$ cat src/rtl/dispatch_ctrl_pkg.sv
// Shared types for the fetch/decode/dispatch front end.
// Holds the FU select, fetch packet, dispatch FSM states and RS class map.
package dispatch_ctrl_pkg;

    typedef enum logic [3:0] {
        ALU_ADD,
        ALU_SUB,
        ALU_AND,
        ALU_OR,
        ALU_XOR,
        ALU_SLT,
        ALU_SHIFT,
        MULT_LO,
        MULT_HI,
        BRANCH,
        LS_LOAD,
        LS_STORE
    } FU_SELECT;

    typedef struct packed {
        logic [31:0] inst;
        logic [31:0] PC;
        logic [31:0] NPC;
        logic        valid;
    } IF_ID_PACKET;

    typedef enum logic [1:0] {
        RUN,
        DRAIN,
        HALTED
    } DISPATCH_STATE;

    localparam logic [1:0] RS_ALU  = 2'd0;
    localparam logic [1:0] RS_MULT = 2'd1;
    localparam logic [1:0] RS_BR   = 2'd2;
    localparam logic [1:0] RS_LS   = 2'd3;

    function automatic logic [1:0] rs_class(input FU_SELECT fu);
        logic [1:0] c;
        unique case (fu)
            MULT_LO, MULT_HI:  c = RS_MULT;
            BRANCH:            c = RS_BR;
            LS_LOAD, LS_STORE: c = RS_LS;
            default:           c = RS_ALU;
        endcase
        return c;
    endfunction

endpackage

$ cat src/rtl/dispatch_ctrl_inst_fifo.sv
// Circular instruction buffer between fetch and dispatch.
// Extra pointer MSB separates full from empty; head.valid tracks non-empty.
module inst_fifo
    import dispatch_ctrl_pkg::*;
#(
    parameter int DEPTH = 8
) (
    input  logic        clock,
    input  logic        reset,
    input  logic        push,
    input  logic        pop,
    input  logic        flush,
    input  IF_ID_PACKET din,
    output IF_ID_PACKET head,
    output logic        full,
    output logic        empty
);

    localparam int AW = $clog2(DEPTH);

    logic [AW:0] wptr_q, wptr_d;
    logic [AW:0] rptr_q, rptr_d;
    IF_ID_PACKET mem_q [DEPTH];

    // Next pointers: flush returns both to zero and beats any push/pop
    always_comb begin
        wptr_d = wptr_q;
        rptr_d = rptr_q;
        if (flush) begin
            wptr_d = '0;
            rptr_d = '0;
        end else begin
            if (push) wptr_d = wptr_q + 1'b1;
            if (pop)  rptr_d = rptr_q + 1'b1;
        end
    end

    // Pointer registers
    always_ff @(posedge clock or posedge reset) begin
        if (reset) begin
            wptr_q <= '0;
            rptr_q <= '0;
        end else begin
            wptr_q <= wptr_d;
            rptr_q <= rptr_d;
        end
    end

    // Entry storage; contents need no reset since valid comes from the pointers
    always_ff @(posedge clock) begin
        if (push && !flush) mem_q[wptr_q[AW-1:0]] <= din;
    end

    // Status flags and head presentation
    always_comb begin
        empty = (wptr_q == rptr_q);
        full  = (wptr_q[AW] != rptr_q[AW]) &&
                (wptr_q[AW-1:0] == rptr_q[AW-1:0]);
        head  = mem_q[rptr_q[AW-1:0]];
        head.valid = !empty;
    end

endmodule

$ cat src/rtl/dispatch_ctrl.sv
// In-order dispatch controller: buffers fetch, gates the head on resources,
// sequences halt/illegal drain and flushes on mispredict squash.
module dispatch_ctrl
    import dispatch_ctrl_pkg::*;
#(
    parameter int IQ_DEPTH = 8
) (
    input  logic        clock,
    input  logic        reset,
    input  logic        if_valid,
    input  IF_ID_PACKET if_pkt,
    output logic        if_ready,
    output IF_ID_PACKET dec_pkt,
    input  FU_SELECT    dec_fu_unit_sel,
    input  logic [4:0]  dec_dst_arch_reg,
    input  logic        dec_halt,
    input  logic        dec_illegal,
    input  logic        dec_is_store,
    input  logic        rob_avail,
    input  logic        rob_empty,
    input  logic [3:0]  rs_avail,
    input  logic        fl_avail,
    input  logic        sq_avail,
    input  logic        squash,
    output logic        dispatch_valid,
    output logic        halted,
    output logic        illegal_trap,
    output logic [31:0] stall_cycles
);

    DISPATCH_STATE state_q;
    logic          halted_q;
    logic          illegal_q;
    logic [31:0]   stall_q, stall_d;

    logic       fifo_full, fifo_empty;
    logic       push, flush;
    logic [1:0] cls;
    logic       res_ok, go, in_run;

    inst_fifo #(.DEPTH(IQ_DEPTH)) u_fifo (
        .clock (clock),
        .reset (reset),
        .push  (push),
        .pop   (dispatch_valid),
        .flush (flush),
        .din   (if_pkt),
        .head  (dec_pkt),
        .full  (fifo_full),
        .empty (fifo_empty)
    );

    // Handshake and dispatch gating for the head instruction
    always_comb begin
        in_run   = (state_q == RUN);
        if_ready = !fifo_full && in_run;
        flush    = squash && (state_q != HALTED);
        push     = if_valid && if_ready && !flush;
        cls      = rs_class(dec_fu_unit_sel);
        res_ok   = rob_avail && rs_avail[cls] &&
                   (dec_dst_arch_reg == 5'd0 || fl_avail) &&
                   (!dec_is_store || sq_avail);
        go       = (dec_halt || dec_illegal) ? rob_avail : res_ok;
        dispatch_valid = in_run && !fifo_empty && !squash && go;
    end

    // Halt/illegal sequencing with registered status outputs
    always_ff @(posedge clock or posedge reset) begin
        if (reset) begin
            state_q   <= RUN;
            halted_q  <= 1'b0;
            illegal_q <= 1'b0;
        end else begin
            unique case (state_q)
                RUN: begin
                    if (dispatch_valid && (dec_halt || dec_illegal)) begin
                        state_q   <= DRAIN;
                        illegal_q <= dec_illegal;
                    end
                end
                DRAIN: begin
                    if (squash) begin
                        state_q   <= RUN;
                        illegal_q <= 1'b0;
                    end else if (rob_empty) begin
                        state_q  <= HALTED;
                        halted_q <= 1'b1;
                    end
                end
                HALTED: begin
                    state_q <= HALTED;
                end
                default: begin
                    state_q <= RUN;
                end
            endcase
        end
    end

    // Saturating count of RUN cycles where a queued head could not go
    always_comb begin
        stall_d = stall_q;
        if (in_run && !fifo_empty && !dispatch_valid && !squash &&
            stall_q != 32'hFFFF_FFFF) begin
            stall_d = stall_q + 32'd1;
        end
    end

    // Stall counter register
    always_ff @(posedge clock or posedge reset) begin
        if (reset) stall_q <= '0;
        else       stall_q <= stall_d;
    end

    assign halted       = halted_q;
    assign illegal_trap = illegal_q;
    assign stall_cycles = stall_q;

endmodule

$ cat config.mk
export PLATFORM = sky130hd
export DESIGN_NAME = dispatch_ctrl
export DESIGN_NICKNAME = d
export VERILOG_FILES = /design/src/rtl/dispatch_ctrl_pkg.sv /design/src/rtl/dispatch_ctrl_inst_fifo.sv /design/src/rtl/dispatch_ctrl.sv
export SDC_FILE = /design/constraint.sdc
export NUM_CORES = 1
export LEC_CHECK = 0
export ABC_AREA = 1
export BUFFER_PORTS_ARGS = -buffer_cell sky130_fd_sc_hd__buf_4
export CORE_MARGIN = 2
export CORE_UTILIZATION = 42
export CTS_BUF_LIST = sky130_fd_sc_hd__clkbuf_16
export CTS_CLUSTER_SIZE = 30
export DETAILED_ROUTE_END_ITERATION = 12
export GPL_TIMING_DRIVEN = 0
export MAX_ROUTING_LAYER = met4
export PLACE_DENSITY = 0.67
export REMOVE_ABC_BUFFERS = 1
export SLEW_MARGIN = 0
export SYNTH_ARGS = -nofsm -noshare
export SYNTH_HDL_FRONTEND = slang
export SYNTH_HIERARCHICAL = 1
export SYNTH_SLANG_ARGS = --single-unit
$ cat constraint.sdc
create_clock -name clock -period 7.1 [get_ports clock]
set_clock_uncertainty 0.15 [all_clocks]
set_input_delay 0.71 -clock clock [delete_from_list [all_inputs] [get_ports clock]]
set_output_delay 0.71 -clock clock [all_outputs]
set_load 0.005 [all_outputs]
[Word level (Yosys, flattened, before mapping)]
Memory sizes are Yosys's and may differ from the RTL's.
Index checks and enable logic that the tools add are counted.
Storage, ports and cells
  bits in writable memories: 776
  bits in registers: 44
  output and inout port bits: 133
  memories kept: 1
  logic and storage cells: 79
  input port bits: 121
Cells by class
  $lt $le $gt $ge: 1
  reduce and logical (&&, ||, !) cells: 35
  bitwise gates (word level): 1
  equal/unequal tests: 15
  muxes and demuxes: 17
  add/subtract/negate cells: 3
Memory list
  u_fifo.mem_q: depth 8, width 97, rd ports 1, clocked after memory_dff 0, wr ports 1, RTL line dispatch_ctrl_inst_fifo.sv:23  | IF_ID_PACKET mem_q [DEPTH];
Operators by type and width (count)
  $add A32 B1 Y32 const B: 1
  $ne A32 B32 Y1 const B: 1
  $eq A4 B4 Y1 const B: 4
  $logic_and A1 B1 Y1: 16
  $mux W4: 4
  $pmux W2 S3: 2
  $add A4 B1 Y4 const B: 2
  $logic_not A1 Y1: 6
  $mux W1: 6
  $mux W2: 3
  $reduce_and A3 Y1: 2
  $reduce_bool A2 Y1: 3
  $logic_not A5 Y1: 1
  $eq A4 B3 Y1 const B: 1
  $eq A4 B4 Y1: 1
  $ne A2 B2 Y1 const B: 2
  $reduce_or A2 Y1: 2
  $eq A3 B3 Y1: 1
  $logic_or A1 B1 Y1: 3
  $lt A2 B3 Y1 const B: 1
  $ne A3 B3 Y1 const B: 1
  $bmux W1 S2: 1
  $eq A2 B1 Y1 const B: 1
  $eq A2 B2 Y1 const B: 1
  other kinds (6): 6

[Depth between registers and ports, before layout]
Gate-level depths: netlist of run 1.
  depth after elaboration: 14
  mapped depth: 16
  mapped depth without buffers: 15

[Cells and area by module]
Netlist of run 1, hierarchy kept.
Modules (own cells, without submodules)
  inst_fifo: instances 1, seq. area each 23262.3 µm², area an instance 33862.5 µm², cells an instance 3388
  dispatch_ctrl: instances 1, seq. area each 900.9 µm², area an instance 2523.7 µm², cells an instance 375

[Least setup slack after synthesis of run 1]
OpenSTA, ideal clock, no wires.
  kind: register to register
  start: register u_fifo.rptr_q[0]
  end: memory u_fifo/mem_q[7][10] (netlist bit), enable pin
  buffers on the path: 2
  path slack: 0.776 ns
  stages on the path, launching flop included: 13
  period minus slack after synthesis: 6.324 ns
  arrival: 5.621 ns
  library setup time: 0.553 ns
  cells stage by stage: dfrtp_1 -> buf_6 -> buf_4 -> xnor2_1 -> nand3_1 -> nor2_1 -> nor2_1 -> nand2_1 -> nor2_1 -> inv_1 -> nor2_1 -> nand2_1 -> nor2_1
Between the ends
  longest elaborated chain between the ends: 9
RTL lines
  start: declaration: RTL line dispatch_ctrl_inst_fifo.sv:22  | logic [AW:0] rptr_q, rptr_d;
  start signal: assignment: RTL line dispatch_ctrl_inst_fifo.sv:45  | rptr_q <= rptr_d;
  $eq A3 B3 Y1: RTL line dispatch_ctrl_inst_fifo.sv:58  | (wptr_q[AW-1:0] == rptr_q[AW-1:0]);
  $logic_and A1 B1 Y1: RTL line dispatch_ctrl_inst_fifo.sv:57  | full = (wptr_q[AW] != rptr_q[AW]) &&
  net fifo_full: RTL line dispatch_ctrl.sv:36  | logic fifo_full, fifo_empty;
  $logic_not A1 Y1: RTL line dispatch_ctrl.sv:56  | if_ready = !fifo_full && in_run;
  $logic_and A1 B1 Y1: RTL line dispatch_ctrl.sv:56
  net if_ready: RTL line dispatch_ctrl.sv:12  | output logic if_ready,
  $logic_and A1 B1 Y1 (2 in series): RTL line dispatch_ctrl.sv:58  | push = if_valid && if_ready && !flush;
  net push: RTL line dispatch_ctrl.sv:37  | logic push, flush;
  $logic_and A1 B1 Y1: RTL line dispatch_ctrl_inst_fifo.sv:51  | if (push && !flush) mem_q[wptr_q[AW-1:0]] <= din;
  $mux W1: RTL line dispatch_ctrl_inst_fifo.sv:51
  $mux W1 (not written as such): RTL line dispatch_ctrl_inst_fifo.sv:51
  end: declaration: RTL line dispatch_ctrl_inst_fifo.sv:23
The timed path passes the listed nets, and every way through them passes these cells.

==> out/results.tsv, run 1 <==
metric	value	unit
cp-end-kind	output port	
grt_max_degree	201	
peakVddDrop	221.0	µV
rsz0062_at_grt	false	
cts_root_buf	clkbuf_16	
port_buffers	252	
maxSlewViolCount	0	
clock_latency	630	ps
place_inst	5048	
ys_ff_latch	812	
cp-start-kind	flip-flop	
power.density	337.7	nW/µm²
crit_chain	buf_16 > inv_16 > buf_16 > nand2_1 > nand3_1 > nand2_1 > nand2_1 > nand2_1 > buf_4	
htreeDepth	3	
post_drt_via_cell_ratio	4.673	
critPathBufInv	4	
finalInstanceArea	43050	µm²
relSlewSlack	0.2699	
fp.dieH	298.3	µm
fmax	223.0	MHz
holdPathStages	1	
dp_hpwl	47600	µm
clock_sinks	812	
critical-path-top-delay-family	buffers and inverters	
die_w	298.3	µm
clk_pin_slew	60	ps
wl_per_cell	15.87	µm
routed_wl	82800	µm
p_leak	19.66	nW
postPlaceCellArea	40050	µm²
reg2reg_depth	12	
drc	0	
setup_ws	2615	ps
crit_arrival	3620	ps
postCtsSetupBuffers	0	
setup_violations	0	
final_common_cell	nand2_1	
outcome	finished, final reports clean	
syn_to_final_growth	18.31	%
ff2ff_setup_slack	3330	ps
cts_tree	built	
cp_slowest_stage_delay	640	ps
drive_gt1_frac	0.1116	
worstSetupPathType	reg -> out	
synth_seq_area_share	0.6641	
grt_pass1_vias	22930	
dr_total_vias	24390	
hp-start	if_pkt[25]	
overflow	0	
tightestPinTransition	1095	ps
antenna_found_initial	6	
ios	254	
fin_crit	4485	ps
ys_warn_count	6	
worstReg2RegEnd	u_fifo/mem_q[4][47]	
num_rows	107	
cpMostUsedCell	nand2_1	
grt.total_usage	0.1896	
syn_inst	3763	
grt_pass1_wl	127100	µm
dieArea	89000	µm²
nets	4120	
r2r_start	u_fifo/rptr_q[0]	
fin_util	0.5032	
hold_path_class	in -> reg	
ant_nets	0	
numCtsBuffers	89	
design.core.area	85550	µm²
finalHoldViolations	0	
drt-pass1-iter-count	5	
synth.avg_cell_area	9.669	µm²
fin_crit_sh	0.6316	
mostFrequentLayoutCells	nand2_1, inv_1, edfxtp_1	
place_ws	3317	ps
initial_core_util	0.4253	
worstPathRequired	6240	ps
min_to	u_fifo/mem_q[2][25]	
routabilityCongestion	0.8320	
drv_cap	0	
clockBufferDepth	3	
syn_area	36390	µm²
critPathMaxFanout	200	
synth.distinct_cells	29	
slowest_stage	dfrtp_4	
stdcell_count	5218	
first_iter_violations	1551	
-- Yosys cell counts (all sizes together) --
cell,n,area (µm²)
nand2,1421,5341
clkbuf,11,41.29
o21ai,5,25.02
or2,1,6.260
xnor2,22,192.7
a31o,1,8.760
dfrtp,44,1101
nand3,392,1967
nand3b,2,15.01
buf,150,850.8
inv,810,3043
nor2,77,304.0
a211oi,1,7.510
a21oi,7,35.03
ha,3,37.54
edfxtp,768,23060
nand4,34,227.7
nor3,2,15.01
xor2,12,105.1
-- worst max-delay path by stage --
| stage | startpoint | to | slack (ps) | cells after the start |
|---|---|---|---|---|
| after floorplan | u_fifo/rptr_q[0] | dec_pkt[10] | -5310 | 6 |
| after global placement | u_fifo/rptr_q[0] | dec_pkt[28] | -17990 | 7 |
| after detailed placement | u_fifo/rptr_q[1] | dec_pkt[28] | 3320 | 9 |
| after CTS | u_fifo/rptr_q[1] | dec_pkt[28] | 2610 | 9 |
| after global routing | u_fifo/rptr_q[0] | dec_pkt[66] | 2400 | 9 |
| final | u_fifo/rptr_q[0] | dec_pkt[66] | 2620 | 9 |
-- routing by layer --
metal	global-route usage	vias up	wire length [µm]
met5	-	-	0
met2	0.3169	631	40490
met3	0.03061	128	4865
met4	0.05659	0	1734
li1	-	12180	-
met1	0.2380	11450	35700
-- sequential cells by signal, indices dropped and copies added (netlist names) --
| name | cells |
|---|---|
| u_fifo/mem_q | 768 |
| stall_cycles | 32 |
| u_fifo/rptr_q | 4 |
| u_fifo/wptr_q | 4 |
| state_q | 2 |
| halted | 1 |
| illegal_trap | 1 |
-- per-stage QoR --
stage	hold slack (ps)	TNS [ps]	total power, mW
finish	136.9	0	14.54
global route	102.7	0	15.40
global placement	308.4	-	9.898
floorplan	316.3	-4384040	8.495
detailed placement	313.1	0	10.16
CTS	82.31	0	14.73
-- kinds of logic (layout without fill, tap and decap cells) --
| logic type | Yosys count | after routing | share of synthesized area |
|---|---|---|---|
| AND/OR/NAND/NOR | 1929 | 1929 | 0.2165 |
| buffers and inverters | 971 | 1275 | 0.1081 |
| flip-flops | 812 | 812 | 0.6641 |
| XOR/XNOR | 34 | 34 | 0.008184 |
| AO/OA/AOI/OAI | 14 | 14 | 0.002098 |
| adder cells (fa/ha/maj) | 3 | 3 | 0.001032 |
| other | 0 | 7 | 0 |
-- worst reg2reg max path, cell delays in order (launching register included) --
cell,delay (ps)
dfrtp_4,640
xnor2_1,200
nand3_1,100
nor2_1,40
nor2_1,140
nand2_1,80
nor2_1,200
inv_1,90
nor2_1,180
nand2_1,280
nor2_4,770
buf_12,300
buf_12,260
-- where the power goes --
| group | internal, mW | switching (mW) | total [mW] |
|---|---|---|---|
| registers | 5.47 | 0.106 | 5.57 |
| clock network | 2.66 | 1.88 | 4.53 |
| logic | 1.65 | 2.78 | 4.43 |
-- timing repair --
item / 4_1_cts / 5_1_grt
setup endpoints to repair: 0 / 0
gates resized for setup: 0 / 0
hold buffers: 1 / 0
endpoints found under the hold margin: 8 / 0
-- layout make-up --
cell class / count / area, µm²
Tap cell: 1144 / 1431
Antenna cell: 7 / 17.52
Multi-Input combinational cell: 1980 / 8354
Clock inverter: 72 / 718.2
Timing Repair Buffer: 303 / 3033
Sequential cell: 812 / 24170
Fill cell: 7373 / 42500
Clock buffer: 90 / 2252
Inverter: 810 / 3069
No activity file was read; power rests on OpenSTA's default activity.
==> run 2: changes to the inputs <==
--- a/config.mk
+++ b/config.mk
@@ -5,7 +5,7 @@
 export SDC_FILE = /design/constraint.sdc
 export NUM_CORES = 1
 export LEC_CHECK = 0
-export ABC_AREA = 1
+export ABC_AREA = 0
 export BUFFER_PORTS_ARGS = -buffer_cell sky130_fd_sc_hd__buf_4
 export CORE_MARGIN = 2
 export CORE_UTILIZATION = 42
==> constraint.sdc (replaced) <==
create_clock -name clock -period 4.44 [get_ports clock]
set_clock_uncertainty 0.15 [all_clocks]
set_input_delay 0.444 -clock clock [delete_from_list [all_inputs] [get_ports clock]]
set_output_delay 0.444 -clock clock [all_outputs]
set_load 0.005 [all_outputs]
==> run 2 against run 1 <==
  * Cell count fell by 45%
  * Register-to-register slack got worse by 3100 ps
  * Cell area decreased by 9.4%
==> out/results.tsv, run 2 <==
metric	value	unit
outcome	finished, final reports clean	
finalHoldViolations	0	
drc	0	
clockBufferDepth	3	
die_w	277.6	µm
fin_crit_sh	0.9400	
drive_gt1_frac	0.3985	
fmax	239.6	MHz
crit_arrival	4340	ps
rsz0062_at_grt	false	
numCtsBuffers	85	
synth_edf_count	768	
mostFrequentLayoutCells	edfxtp_1, buf_4, mux4_2	
grt_max_degree	60	
worstSetupPathType	reg -> reg	
largest_reg_flops	768	
yosys_most_used_dff	edfxtp_1	
hold_path_class	in -> reg	
cp-end-kind	flip-flop	
worstPathRequired	4600	ps
routed_wl	65630	µm
holdPathStages	4	
hp-start	squash	
clock_latency	630	ps
final_common_cell	edfxtp_1	
reg2reg_depth	12	
num_rows	100	
nets	1935	
critPathMaxFanout	25	
dp_hpwl	40030	µm
drv_cap	0	
overflow	0	
fp.dieH	277.6	µm
ant_nets	0	
setup_ws	266.2	ps
postPlaceCellArea	35340	µm²
cp-start-kind	flip-flop	
relSlewSlack	0.2794	
place_ws	-264.1	ps
dr_total_vias	15250	
cts_tree	built	
power.density	493.0	nW/µm²
worstReg2RegEnd	u_fifo/mem_q[0][26]	
grt_pass1_wl	101300	µm
initial_core_util	0.4230	
syn_area	31440	µm²
ys_ff_latch	812	
wl_per_cell	23.04	µm
fin_crit	4174	ps
dieArea	77060	µm²
setup_violations	0	
cts_root_buf	clkbuf_16	
clk_pin_slew	60	ps
routabilityCongestion	0.8491	
tightestPinTransition	1078	ps
maxSlewViolCount	0	
clock_sinks	812	
ios	254	
syn_to_final_growth	24.11	%
synth_most_common_cell	edfxtp_1	
htreeDepth	3	
synth_top_cell_area_share	0.7336	
fin_total_pwr	19.23	mW
holdWs	84.11	ps
p_leak	12.90	nW
syn_inst	1369	
r2r_start	u_fifo/rptr_q[2]	
design.core.area	74320	µm²
synth.avg_cell_area	22.96	µm²
async_flop_share	0.05419	
filler_cell_count	5791	
grt.total_usage	0.1783	
synth_seq_area_share	0.7686	
first_iter_violations	970	
min_to	state_q[1]	
port_buffers	252	
synth.distinct_cells	55	
post_drt_via_cell_ratio	5.354	
ff2ff_setup_slack	270	ps
grt_pass1_vias	16580	
finalInstanceArea	39020	µm²
finalSetupTns	0	ps
antenna_found_initial	2	
ys_top_cells_by_count	edfxtp_1, mux4_2, mux2_2	
synth.largest_area_cell	edfxtp_1	
peakVddDrop	377.6	µV
synth.area.top_cells	edfxtp_1, mux4_2, dfrtp_1	
ys_warn_count	6	
drt-pass1-iter-count	5	
-- run 2: cell families (layout without fill, tap and decap cells) --
group,after synthesis,in the layout,synth area share
DFF,812,812,0.7686
xor gates and xnor gates,42,42,0.01170
buffers and inverters,75,583,0.01425
and+or+nand+nor,129,129,0.02667
AOI/OAI and AO/OA,17,17,0.004538
muxes,291,291,0.1730
adders and majority gates,3,3,0.001194
other,0,2,0
-- run 2: cell type report --
cell class                      count  area [µm²]  share of cell area
Antenna cell                        2       5.005           0.0001283
Clock buffer                       85        2127             0.05451
Clock inverter                     68       478.0             0.01225
Inverter                           11       41.29            0.001058
Multi-Input combinational cell    482        6894              0.1767
Sequential cell                   812       24170              0.6196
Tap cell                          969        1212             0.03107
Timing Repair Buffer              419        4086              0.1047
-- run 2: how the worst max path moves through the flow --
stage | startpoint | to | slack [ps] | cells past startpoint
finish | u_fifo/rptr_q[2] | u_fifo/mem_q[0][26] | 270 | 12
global route | u_fifo/rptr_q[2] | u_fifo/mem_q[0][5] | 20 | 12
CTS | u_fifo/rptr_q[0] | u_fifo/mem_q[2][5] | 20 | 10
detailed placement | u_fifo/rptr_q[2] | u_fifo/mem_q[0][7] | -260 | 12
global placement | u_fifo/rptr_q[0] | u_fifo/mem_q[0][18] | -22780 | 7
floorplan | u_fifo/rptr_q[0] | u_fifo/mem_q[0][10] | -11620 | 7
-- run 2: per-layer routing --
metal  vias to the layer above  GRT usage  routed length (µm)
met5                         -          -                   0
met4                         0    0.04906                1500
met3                       113    0.03327                2762
met2                       368     0.2979               33840
met1                      8108     0.2246               27530
li1                       6659          -                   -
-- run 2: critical path, cell delays in order (launching register included) --
cell	delay (ps)
dfrtp_4	770
xnor2_1	170
nand3_1	100
nor2_1	50
nor3_1	210
and3b_1	350
or3b_2	610
nor3_4	490
buf_6	250
buf_6	170
buf_8	160
buf_6	160
buf_4	220
-- run 2: power breakdown --
group          leakage [nW]  total [mW]  internal [mW]  switching [mW]
clock network          1.36        6.54           3.68            2.87
logic                  4.06        3.72           2.13            1.59
registers              7.48        8.97           8.75           0.219
total                  12.9        19.2           14.6            4.68
-- run 2: per-stage QoR --
step                      utilization  std cells
after floorplan                     -       1305
after global routing           0.5250       2848
after CTS                      0.5247       2845
after detailed placement       0.4755       2589
final                          0.5250       2848
after global placement         0.4593       2526
-- run 2: what timing repair did --
item,4_1_cts,5_1_grt
hold buffers,101,0
endpoints found under the setup margin,70,81
pin swaps,1,1
buffers inserted,2,1
cloned,0,0
resized for setup,2,0
hold endpoints to repair,794,0
==> run 3: changes to the inputs <==
==> constraint.sdc (replaced) <==
create_clock -name clock -period 4.44 [get_ports clock]
set_clock_uncertainty 0.15 [all_clocks]
set_input_delay 0.666 -clock clock [delete_from_list [all_inputs] [get_ports clock]]
set_output_delay 0.666 -clock clock [all_outputs]
set_load 0.005 [all_outputs]
==> run 3 against run 2 <==
  * Utilization shrank 1.4 points
  * Worst setup slack improved by 34 ps
  * Maximum frequency rose by 0.82%
  * Clock power about the same
  * Non-clock buffer count decreased by 100
  * Routed wire length decreased by 1.1%
  * Critical endpoint unchanged
  * Die area unchanged
  * Highest routed layer unchanged
  * Cell count is 3.5% lower
  * Largest cell class unchanged
  * Total power is 0.53% lower
  * Via count shrank 2.7%
  * Critical path type unchanged
==> out/results.tsv, run 3 (synthesis results as in run 2) <==
metric	value	unit
first_iter_violations	942	
cts_tree	built	
port_buffers	252	
hold_path_class	in -> reg	
drive_gt1_frac	0.4209	
slowest_stage	dfrtp_4	
cp_slowest_stage_delay	770	ps
drt-pass1-iter-count	4	
clock_sinks	812	
place_inst	2589	
power.density	503.3	nW/µm²
grt_pass1_vias	16030	
clockBufferDepth	3	
holdWs	85.32	ps
seq_power_share	0.469	
grt_max_degree	60	
maxSlewViolCount	0	
grt.total_usage	0.1760	
fp.dieH	277.6	µm
wl_per_cell	23.62	µm
ant_nets	0	
place_ws	-264.1	ps
largest_reg_flops	768	
p_leak	12.48	nW
antenna_found_initial	1	
clockPowerShare	0.342	
register_area	24170	µm²
mostFrequentLayoutCells	edfxtp_1, buf_4, mux4_2	
dr_total_vias	14830	
comb_power_share	0.190	
cp-end-kind	flip-flop	
multi_input_comb_area	6894	µm²
fin_util	0.5115	
initial_core_util	0.4230	
grt_pass1_wl	99620	µm
p_sw	4.636	mW
stdcell_count	2747	
numCtsBuffers	85	
num_rows	100	
intPower	14.50	mW
htreeDepth	3	
overflow	0	
relSlewSlack	0.2798	
worstPathRequired	4600	ps
fmax	241.6	MHz
cts_root_buf	clkbuf_16	
fin_crit	4140	ps
setup_ws	300.3	ps
dp_hpwl	40030	µm
syn_to_final_growth	20.92	%
crit_arrival	4300	ps
drc	0	
finalSetupTns	0	ps
cp-start-kind	flip-flop	
worstSetupPathType	reg -> reg	
outcome	finished, final reports clean	
routabilityCongestion	0.8491	
post_drt_via_cell_ratio	5.400	
dieArea	77060	µm²
filler_cell_count	5883	
ff2ff_setup_slack	300	ps
critPathMaxFanout	25	
clk_pin_slew	60	ps
fin_crit_sh	0.9324	
die_w	277.6	µm
finalHoldViolations	0	
design.core.area	74320	µm²
nets	1835	
ios	254	
peakVddDrop	378.9	µV
tightestPinTransition	1078	ps
drv_cap	0	
rsz0062_at_grt	false	
clock_latency	630	ps
p_sw_frac	0.2423	
final_common_cell	edfxtp_1	
setup_violations	0	
crit_chain	xnor2_1 > nand3_1 > nor2_1 > nor3_1 > and3b_1 > or3b_2 > nor3_4 > buf_6 > buf_6 > buf_8 > buf_6 > buf_4	
routed_wl	64880	µm
cpMostUsedCell	buf_6	
## run 3: cell count changes in the layout (fill, tap and decap cells not counted)
cell,before,now
diode_2,2,1
dlygate4sd3_1,101,1
## run 3: through the flow
step	cell area, µm²	power (mW)
floorplan	31030	11.17
global placement	34140	11.68
detailed placement	35340	12.81
CTS	37990	19.39
global route	38020	19.96
finish	38020	19.13
## run 3: final timing paths
check | from | endpoint | cells after the start
max | u_fifo/rptr_q[2] | u_fifo/mem_q[0][26] | 12
min | rob_empty | state_q[0] | 2
max reg2reg | u_fifo/rptr_q[2] | u_fifo/mem_q[0][26] | 12
min reg2reg | halted | halted | 1
max in group asynchronous | reset | stall_cycles[11] | 4
min in group asynchronous | reset | u_fifo/wptr_q[2] | 3
## run 3: area by class of cell
type / instances / area share
sequential: 812 / 0.6359
timing repair buffer: 319 / 0.08116
clock buffer: 85 / 0.05595
multi-input combinational: 482 / 0.1814
antenna: 1 / 0.00006583
clock inverter: 68 / 0.01257
tap: 969 / 0.03189
inverter: 11 / 0.001086
## run 3: power by group through the flow
stage	clock [mW]	sequential, mW	combinational [mW]
after CTS	6.71	9.01	3.67
after floorplan	0	9.36	1.81
final	6.54	8.97	3.63
after global placement	0	9.38	2.31
after global routing	7.02	9.00	3.93
after detailed placement	0	9.16	3.65
## run 3: what timing repair did
action,in CTS,in global routing
resized for setup,2,0
endpoints found under the hold margin,15,0
hold buffers,1,0
pin swaps,1,1
endpoints found under the setup margin,70,71
buffers inserted,2,1
## run 3: critical path, delay by kind of cell, from the launching register on
kind                   cells  cell delay, ps
flip-flops                 1             770
XOR/XNOR                   1             170
buffers and inverters      5             950
AND/OR/NAND/NOR            6            1780
## run 3: per-layer routing
layer	track usage	vias to the layer above	wire length, µm
li1	-	6454	-
met1	0.2216	7895	27220
met2	0.2901	365	33210
met3	0.03478	119	2804
met4	0.05405	0	1645
met5	-	-	0
